**config.mk**
```make
export PLATFORM = sky130hd
export DESIGN_NAME = counter
export DESIGN_NICKNAME = d
export VERILOG_FILES = /design/src/rtl/counter.sv
export SDC_FILE = /design/constraint.sdc
export NUM_CORES = 1
export LEC_CHECK = 0
export CAP_MARGIN = 20
export CORE_AREA = 2 2 39 41
export CTS_CLUSTER_SIZE = 16
export DETAILED_ROUTE_END_ITERATION = 10
export DIE_AREA = 0 0 41 43
export PLACE_DENSITY = 0.31
export REMOVE_ABC_BUFFERS = 1
export SLEW_MARGIN = 5
export SYNTH_ARGS = -nofsm -noshare
export SYNTH_HDL_FRONTEND = slang
export SYNTH_SLANG_ARGS = --single-unit
```
**constraint.sdc**
```tcl
create_clock -name clock_i -period 1.5 [get_ports clock_i]
set_input_delay 0.3 -clock clock_i [delete_from_list [all_inputs] [get_ports clock_i]]
set_output_delay 0.3 -clock clock_i [all_outputs]
set_load 0.02 [all_outputs]
```
**src/rtl/counter.sv**
```systemverilog
// Free-running modulo counter: adds STEP on every clock and wraps past
// MAX_VAL back into the range 0..MAX_VAL. Asynchronous active-low reset
// loads RST_VAL.
module counter #(
  parameter int unsigned WIDTH   = 4,
  parameter int unsigned RST_VAL = 0,
  parameter int unsigned MAX_VAL = 32'((64'd1 << WIDTH) - 64'd1),
  parameter int unsigned STEP    = 1
) (
  input  logic             clock_i,
  input  logic             reset_i,
  output logic [WIDTH-1:0] data_o
);

  // One guard bit so that count + STEP cannot overflow before the wrap test.
  localparam int unsigned SUM_W = WIDTH + 1;

  logic [WIDTH-1:0] r_count;
  logic [SUM_W-1:0] w_sum;
  logic [SUM_W-1:0] w_modulus;
  logic [WIDTH-1:0] w_next;

  // Next-count computation with wrap modulo MAX_VAL + 1.
  always_comb begin
    w_sum     = SUM_W'(r_count) + SUM_W'(STEP);
    w_modulus = SUM_W'(MAX_VAL) + SUM_W'(1);
    w_next    = WIDTH'(w_sum);
    if (w_sum > SUM_W'(MAX_VAL)) begin
      w_next = WIDTH'(w_sum - w_modulus);
    end
  end

  // Count register; reset wins over any coincident clock edge.
  always_ff @(posedge clock_i or negedge reset_i) begin
    if (!reset_i) begin
      r_count <= WIDTH'(RST_VAL);
    end else begin
      r_count <= w_next;
    end
  end

  assign data_o = r_count;

endmodule

```
# After elaboration in Yosys (flattened, before gate mapping)
# Index checks and enable logic that the tools add are counted.
dict set report totals {
  ff_bits 4
  in_bits 2
  out_inout_bits 4
  elab_cells 5
}
dict set report classes {
  add_sub_neg 2
  order_cmp 1
  mux 1
}
# op n
set ops {}
lappend ops {{4-bit by 1-bit adder with 5-bit output (second input constant)} 1}
lappend ops {{5-bit by 4-bit greater-than comparator with 1-bit output (second input constant)} 1}
lappend ops {{4-bit 2-to-1 mux} 1}
lappend ops {{4-bit by 1-bit subtractor with 4-bit output (second input constant)} 1}

# Depth between registers and ports, before layout
# Gate-level depths: netlist (run 1).
dict set report depth {
  ltp_word 3
  depth_mapped 2
  depth_no_buf 2
}

# Least setup slack after synthesis (run 1)
# Ideal clock, no wire load.
dict set report synth_path {
  path_type {reg-to-reg}
  from {register r_count[0] (netlist: data_o[0])}
  to {register r_count[2] (netlist: data_o[2])}
  setup_time_ps 136
  arrival_time_ps 850
  required_time_ps 1364
  slack_ps 514
  path_stages_with_launch 3
  n_path_buf 0
  synth_period_minus_slack_ps 986
  cell_sequence {dfrtp_1 > ha_1 > xor2_1}
}
dict set report synth_between {
  elab_chain_cells 3
  elab_cells_between_ends 4
  cone_classes {2 x add/sub; 1 x order compare; 1 x mux}
}
# item line_no
set synth_lines {}
lappend synth_lines {{start, declared} 18} ;# logic [WIDTH-1:0] r_count;
lappend synth_lines {{start signal, assigned} 36} ;# r_count <= WIDTH'(RST_VAL);
lappend synth_lines {{start signal, assigned} 38} ;# r_count <= w_next;
lappend synth_lines {{4-bit by 1-bit adder with 5-bit output *} 25} ;# w_sum = SUM_W'(r_count) + SUM_W'(STEP);
lappend synth_lines {{4-bit by 1-bit subtractor with 4-bit output / 5-bit by 4-bit greater-than comparator with 1-bit output (equally long branches)} {29, 28}}
lappend synth_lines {{4-bit 2-to-1 mux *} 28} ;# if (w_sum > SUM_W'(MAX_VAL)) begin
lappend synth_lines {{via w_next[2]} 21} ;# logic [WIDTH-1:0] w_next;
# The timed path passes the listed nets; every way through them passes the cells marked *.

# Worst setup path in the final report (run 1)
dict set report layout_path {
  from {register r_count[0] (netlist: data_o[0])}
  to {output data_o[0]}
}
# item line_no
set layout_rtl {}
lappend layout_rtl {{end, declared} 12} ;# output logic [WIDTH-1:0] data_o
# No word-level cell between the ends.

==> impl_results.md, run 1 <==
- Storage element area: 100 sq um
- Crit share post-route: 85.6%
- Slew headroom: 85.9%
- Post-synthesis instance total: 9
- H-Tree Depth: 1
- Leak: 0.126 nW
- Met2 routed WL: 70 um
- Type of element capturing the critical path: output port
- Setup violators final: 0
- Crit path launch type: register
- RSZ-0062 raised after global routing: no
- Layout cells sized above 1: 23.5%
- Max frequency: 779 MHz
- CTS sink cnt: 4
- CP peak stage delay: 0.40 ns
- CTS Buf Count: 3
- Dpl cell area: 214 sq um
- 1st-iter DRT viols: 1
- Actual slew at the worst max-slew pin: 0.212 ns
- Total global-route track usage: 4.94%
- Clk root buf: clkbuf_4
- Core area: 1380 sq um
- Max Cap Viol: 0
- R2r setup slk: 0.59 ns
- Initial Util: 10.4%
- Post-DR vias/cell: 2.79
- Count leader, synth: dfrtp_1
- Clk buf depth: 2
- Area Growth Syn to Fin: 60.9%
- Nets: 22
- CTS tree: built
- Cell depth of the worst flop-to-flop path: 2
- Slowest-stage cell, CP: dfrtp_1
- Cell Area, Synth: 144 sq um
- Clock Latency Late Sink: 0.23 ns
- Seq/Total Area, Yosys: 69.6%
- Min-Delay Path Class: input port to asynchronous set/reset pin
- DRC errors left: 0
- EDFF count, synth: 0
- Pre-antenna DRT Iters: 2
- M1 WL: 130 um
- Max Slew Vio Count: 0
- # hold bufs at CTS: 0
- DR WL/cell: 7.91 um
- Max reg flops: 4
- Worst path buffer plus inverter count: 1
- Overall Power: 0.241 mW
- DR vias: 92
- Worst-path clk slew: 0.04 ns
- # fillers: 150
- Final Cell Area: 231 sq um
- Core Util, Final: 16.7%
- Outcome: finished, final reports clean
- Final ANT Viol Nets: 0
- Die area: 1760 sq um
- Synth unique cells: 6
- Synth area leader: dfrtp_1
- Seq cells post-synth: 4
- Post-CTS setup buffer count: 0
- I/O pins: 6
- Post-route minimum period: 1.28 ns
- Crit Path Class: register to output port
- Pwr Density: 1040 nW/um^2
- WL met3: 61 um
- Rows: 14
- CP cell instances: dlygate4sd2_1
- Critical Path AT: 0.98 ns
- Chip height: 43 um
- Main synth FF type: dfrtp_1
- Multi-input logic area: 40.0 sq um
- Synth top area cells: dfrtp_1, ha_1, nand3_2
- Die X: 41 um
- Drt total wl: 261 um
- Top Metal Used: met3
- Total grt overflow: 0
- CP Data Required Time: 1.20 ns
- Synth top area share: 69.6%
- Final-report hold violation count: 0
- Routability Congestion: 0.634
- Largest net degree at the start of global routing: 5
- Fraction of registers with async set/reset: 100%
- Peak VDD IR: 0.457 mV
- CP delay by family, top: flip-flops
- Initial antenna violation count: 0
- Setup Skew: 0.00218 ns
- Yosys warns: 0
- Post-Route Setup TNS: 0 ns
- Crit-path max FO: 4
- Syn Area/Cell: 16.0 sq um
- Critical Path Stages: 1
- First-pass GRT wire length: 483 um
- CTS resizes: 4
- I/O Buffers: 5
- N_diodes: 0
- Number of global-route vias before repair: 113
## final timing paths
check	from	to
setup / recovery	data_o[0]$_DFF_PN0_	data_o[0]
hold / removal	reset_i	data_o[2]$_DFF_PN0_
setup reg to reg	data_o[0]$_DFF_PN0_	data_o[2]$_DFF_PN0_
hold reg to reg	data_o[3]$_DFF_PN0_	data_o[3]$_DFF_PN0_
max in group asynchronous	reset_i	data_o[1]$_DFF_PN0_
min in group clock_i	data_o[3]$_DFF_PN0_	data_o[3]$_DFF_PN0_
## cells in the final DEF (no fill, tap or decap)
| master | netlist | final |
|---|---|---|
| dfrtp_1 | 4 | 4 |
| dlygate4sd2_1 | 0 | 4 |
| clkbuf_4 | 0 | 3 |
| nand3_2 | 1 | 1 |
| xnor2_1 | 1 | 1 |
| xor2_1 | 1 | 1 |
| inv_1 | 1 | 1 |
| ha_1 | 1 | 1 |
| clkdlybuf4s50_1 | 0 | 1 |
## routing by layer
layer | vias up | track usage, %
met2 | 8 | 4.69
met3 | 0 | 7.85
met4 | 0 | 2.00
met5 | - | 0
li1 | 45 | -
met1 | 39 | 5.23
## layout make-up
class / count / area share [%]
repair buffers: 5 / 19.5
inverters: 1 / 1.62
flip-flops and latches: 4 / 43.2
multi-input cells: 4 / 17.3
clock buffers: 3 / 9.73
well taps: 16 / 8.65
## cells by family (layout without fill, tap and decap cells)
| family | after synthesis | count (layout) | synth area share, % |
|---|---|---|---|
| flip-flops | 4 | 4 | 69.6 |
| XOR/XNOR | 2 | 2 | 12.2 |
| adder cells (fa/ha/maj) | 1 | 1 | 8.69 |
| AND/OR/NAND/NOR | 1 | 1 | 6.96 |
| buffers and inverters | 1 | 9 | 2.61 |
## per-stage QoR
stage / hold slack [ns] / setup slack (ns) / std cells
floorplan: 0.00441 / 0.514 / 9
global placement: 0.457 / 0.196 / 30
detailed placement: 0.476 / 0.185 / 30
CTS: 0.268 / 0.208 / 33
global route: 0.280 / 0.163 / 33
finish: 0.275 / 0.217 / 33
## report_power, final
group          switching (mW)  total (mW)  leakage, nW  internal [mW]
logic                 0.00201     0.00433       0.0601        0.00232
clock network          0.0387       0.128       0.0138         0.0891
registers                   0       0.109       0.0518          0.109
Power figures use the tool's default switching activity.
==> inputs of run 2 (changes only) <==
--- a/config.mk
+++ b/config.mk
@@ -5,11 +5,13 @@
 export SDC_FILE = /design/constraint.sdc
 export NUM_CORES = 1
 export LEC_CHECK = 0
+export ABC_AREA = 1
 export CAP_MARGIN = 20
 export CORE_AREA = 2 2 39 41
 export CTS_CLUSTER_SIZE = 16
 export DETAILED_ROUTE_END_ITERATION = 10
 export DIE_AREA = 0 0 41 43
+export HOLD_SLACK_MARGIN = 0.15
 export PLACE_DENSITY = 0.31
 export REMOVE_ABC_BUFFERS = 1
 export SLEW_MARGIN = 5
==> impl_results.md, run 2 <==
- R2r setup slk: 0.51 ns
- Actual slew at the worst max-slew pin: 0.220 ns
- DR vias: 121
- Slowest-stage cell, CP: dfrtp_1
- Count leader, synth: dfrtp_1
- Largest net degree at the start of global routing: 5
- Syn Area/Cell: 12.3 sq um
- Initial antenna violation count: 0
- Total global-route track usage: 5.84%
- Max Cap Viol: 0
- DR WL/cell: 9.11 um
- Cell Area, Synth: 148 sq um
- Peak VDD IR: 0.260 mV
- Switching share of total power: 18.2%
- Setup Skew: 0.00268 ns
- N_diodes: 0
- DRC errors left: 0
- Number of global-route vias before repair: 152
- Clock Latency Late Sink: 0.23 ns
- Outcome: finished, final reports clean
- Routability Congestion: 0.526
- Post-Route Setup TNS: 0 ns
- Crit share post-route: 84.8%
- Core area: 1380 sq um
- Clk buf depth: 2
- I/O pins: 6
- Final ANT Viol Nets: 0
- Max reg flops: 4
- Final-report hold violation count: 0
- H-Tree Depth: 1
- Setup violators final: 0
- Slew headroom: 85.4%
- 1st-iter DRT viols: 2
- CP Data Required Time: 1.20 ns
- Seq/Total Area, Yosys: 67.8%
- Max frequency: 786 MHz
- RSZ-0062 raised after global routing: no
- Max Slew Vio Count: 0
- Pwr Density: 1010 nW/um^2
- Placed insts: 34
- Synth top area cells: dfrtp_1, ha_1, xor2_1
- Worst path buffer plus inverter count: 1
- Crit Path Class: register to output port
- Post-DR vias/cell: 3.27
- Dpl hpwl: 233 um
- Synth top area share: 67.8%
- CTS Buf Count: 3
- Layout cells sized above 1: 19.0%
- Total grt overflow: 0
- Initial Util: 10.7%
- Nets: 26
- Chip height: 43 um
- Finished Layout Cells: 37
- CTS sink cnt: 4
- Internal Power: 0.200 mW
- CTS tree: built
- Seq cells post-synth: 4
- Yosys warns: 0
- Combinational Power Share: 1.8%
- Critical Path AT: 0.97 ns
- Fraction of registers with async set/reset: 100%
- First-pass GRT wire length: 600 um
- Pre-antenna DRT Iters: 2
- CP cell instances: dlygate4sd2_1
- Main synth FF type: dfrtp_1
- Min-Delay Path Class: input port to asynchronous set/reset pin
- Worst-path clk slew: 0.04 ns
- Type of element capturing the critical path: output port
- Leak: 0.136 nW
- Post-synthesis instance total: 12
- Area Growth Syn to Fin: 64.4%
- Clk root buf: clkbuf_4
- Core Util, Final: 17.5%
- I/O Buffers: 5
- CP delay by family, top: flip-flops
- Register share of total power: 44.4%
- Crit-path max FO: 4
- Overall Power: 0.245 mW
- Synth unique cells: 7
- Switching Power: 0.0444 mW
- Top cells by count, synth: dfrtp_1, inv_1, nand2_1
- Most frequent cells in the layout: dfrtp_1, dlygate4sd2_1, clkbuf_4
- Crit path launch type: register
- Rows: 14
- Die area: 1760 sq um
- Drt total wl: 337 um
- Clock power share: 53.8%
- CP peak stage delay: 0.40 ns
- # fillers: 153
- EDFF count, synth: 0
- Synth area leader: dfrtp_1
- Die X: 41 um
- Post-route minimum period: 1.27 ns
-- run 2: changes by cell type after synthesis, sizes merged --
cell   delta
nand2     +2
nand4     +1
xnor2     -1
inv       +1
-- run 2: power groups by stage --
stage / clock network [mW] / registers (mW) / logic, mW
floorplan: 0 / 0.110 / 0.0000000350
global placement: 0 / 0.110 / 0.00447
detailed placement: 0 / 0.110 / 0.00454
CTS: 0.144 / 0.108 / 0.00473
global route: 0.154 / 0.108 / 0.00499
finish: 0.132 / 0.109 / 0.00449
-- run 2: stage by stage --
stage	cell area [sq um]	setup WS [ns]	hold WS, ns
2_1_floorplan	148	0.512	0.00441
3_3_place_gp	225	0.201	0.486
3_5_place_dp	225	0.189	0.496
4_1_cts	243	0.207	0.275
5_1_grt	243	0.160	0.274
6_report	243	0.228	0.279
-- run 2: layout make-up --
cell class                 count  area (sq um)  share of cell area [%]
inverter                       2          7.51                    3.09
sequential                     4           100                    41.2
tap                           16          20.0                    8.25
multi-input combinational      6          40.0                    16.5
timing repair buffer           6          52.6                    21.6
clock buffer                   3          22.5                    9.28
-- run 2: final timing paths --
path / depth (start not counted) / to / startpoint
setup / recovery: 1 / data_o[2] / data_o[2]$_DFF_PN0_
hold / removal: 1 / data_o[3]$_DFF_PN0_ / reset_i
setup reg to reg: 3 / data_o[2]$_DFF_PN0_ / data_o[0]$_DFF_PN0_
hold reg to reg: 2 / data_o[3]$_DFF_PN0_ / data_o[3]$_DFF_PN0_
max in group asynchronous: 1 / data_o[0]$_DFF_PN0_ / reset_i
min in group clock_i: 2 / data_o[3]$_DFF_PN0_ / data_o[3]$_DFF_PN0_
-- run 2: timing repair --
item / CTS / global route
gates resized for setup: 4 / 0
setup endpoints to repair: 4 / 0
hold buffers: 0 / 0
setup buffers: 0 / 0
-- run 2: logic make-up after synthesis --
kind of cell               Yosys count  synth area share, %
and+or+nand+nor                      4                 12.7
DFF                                  4                 67.8
buffers and inverters                2                 5.09
xor gates and xnor gates             1                 5.93
adders and majority gates            1                 8.47
-- run 2: metal layers --
layer | share of wire, % | track usage [%]
met5 | 0 | 0
met3 | 11 | 6.28
met4 | 0 | 4.00
met2 | 43 | 6.56
met1 | 46 | 6.15
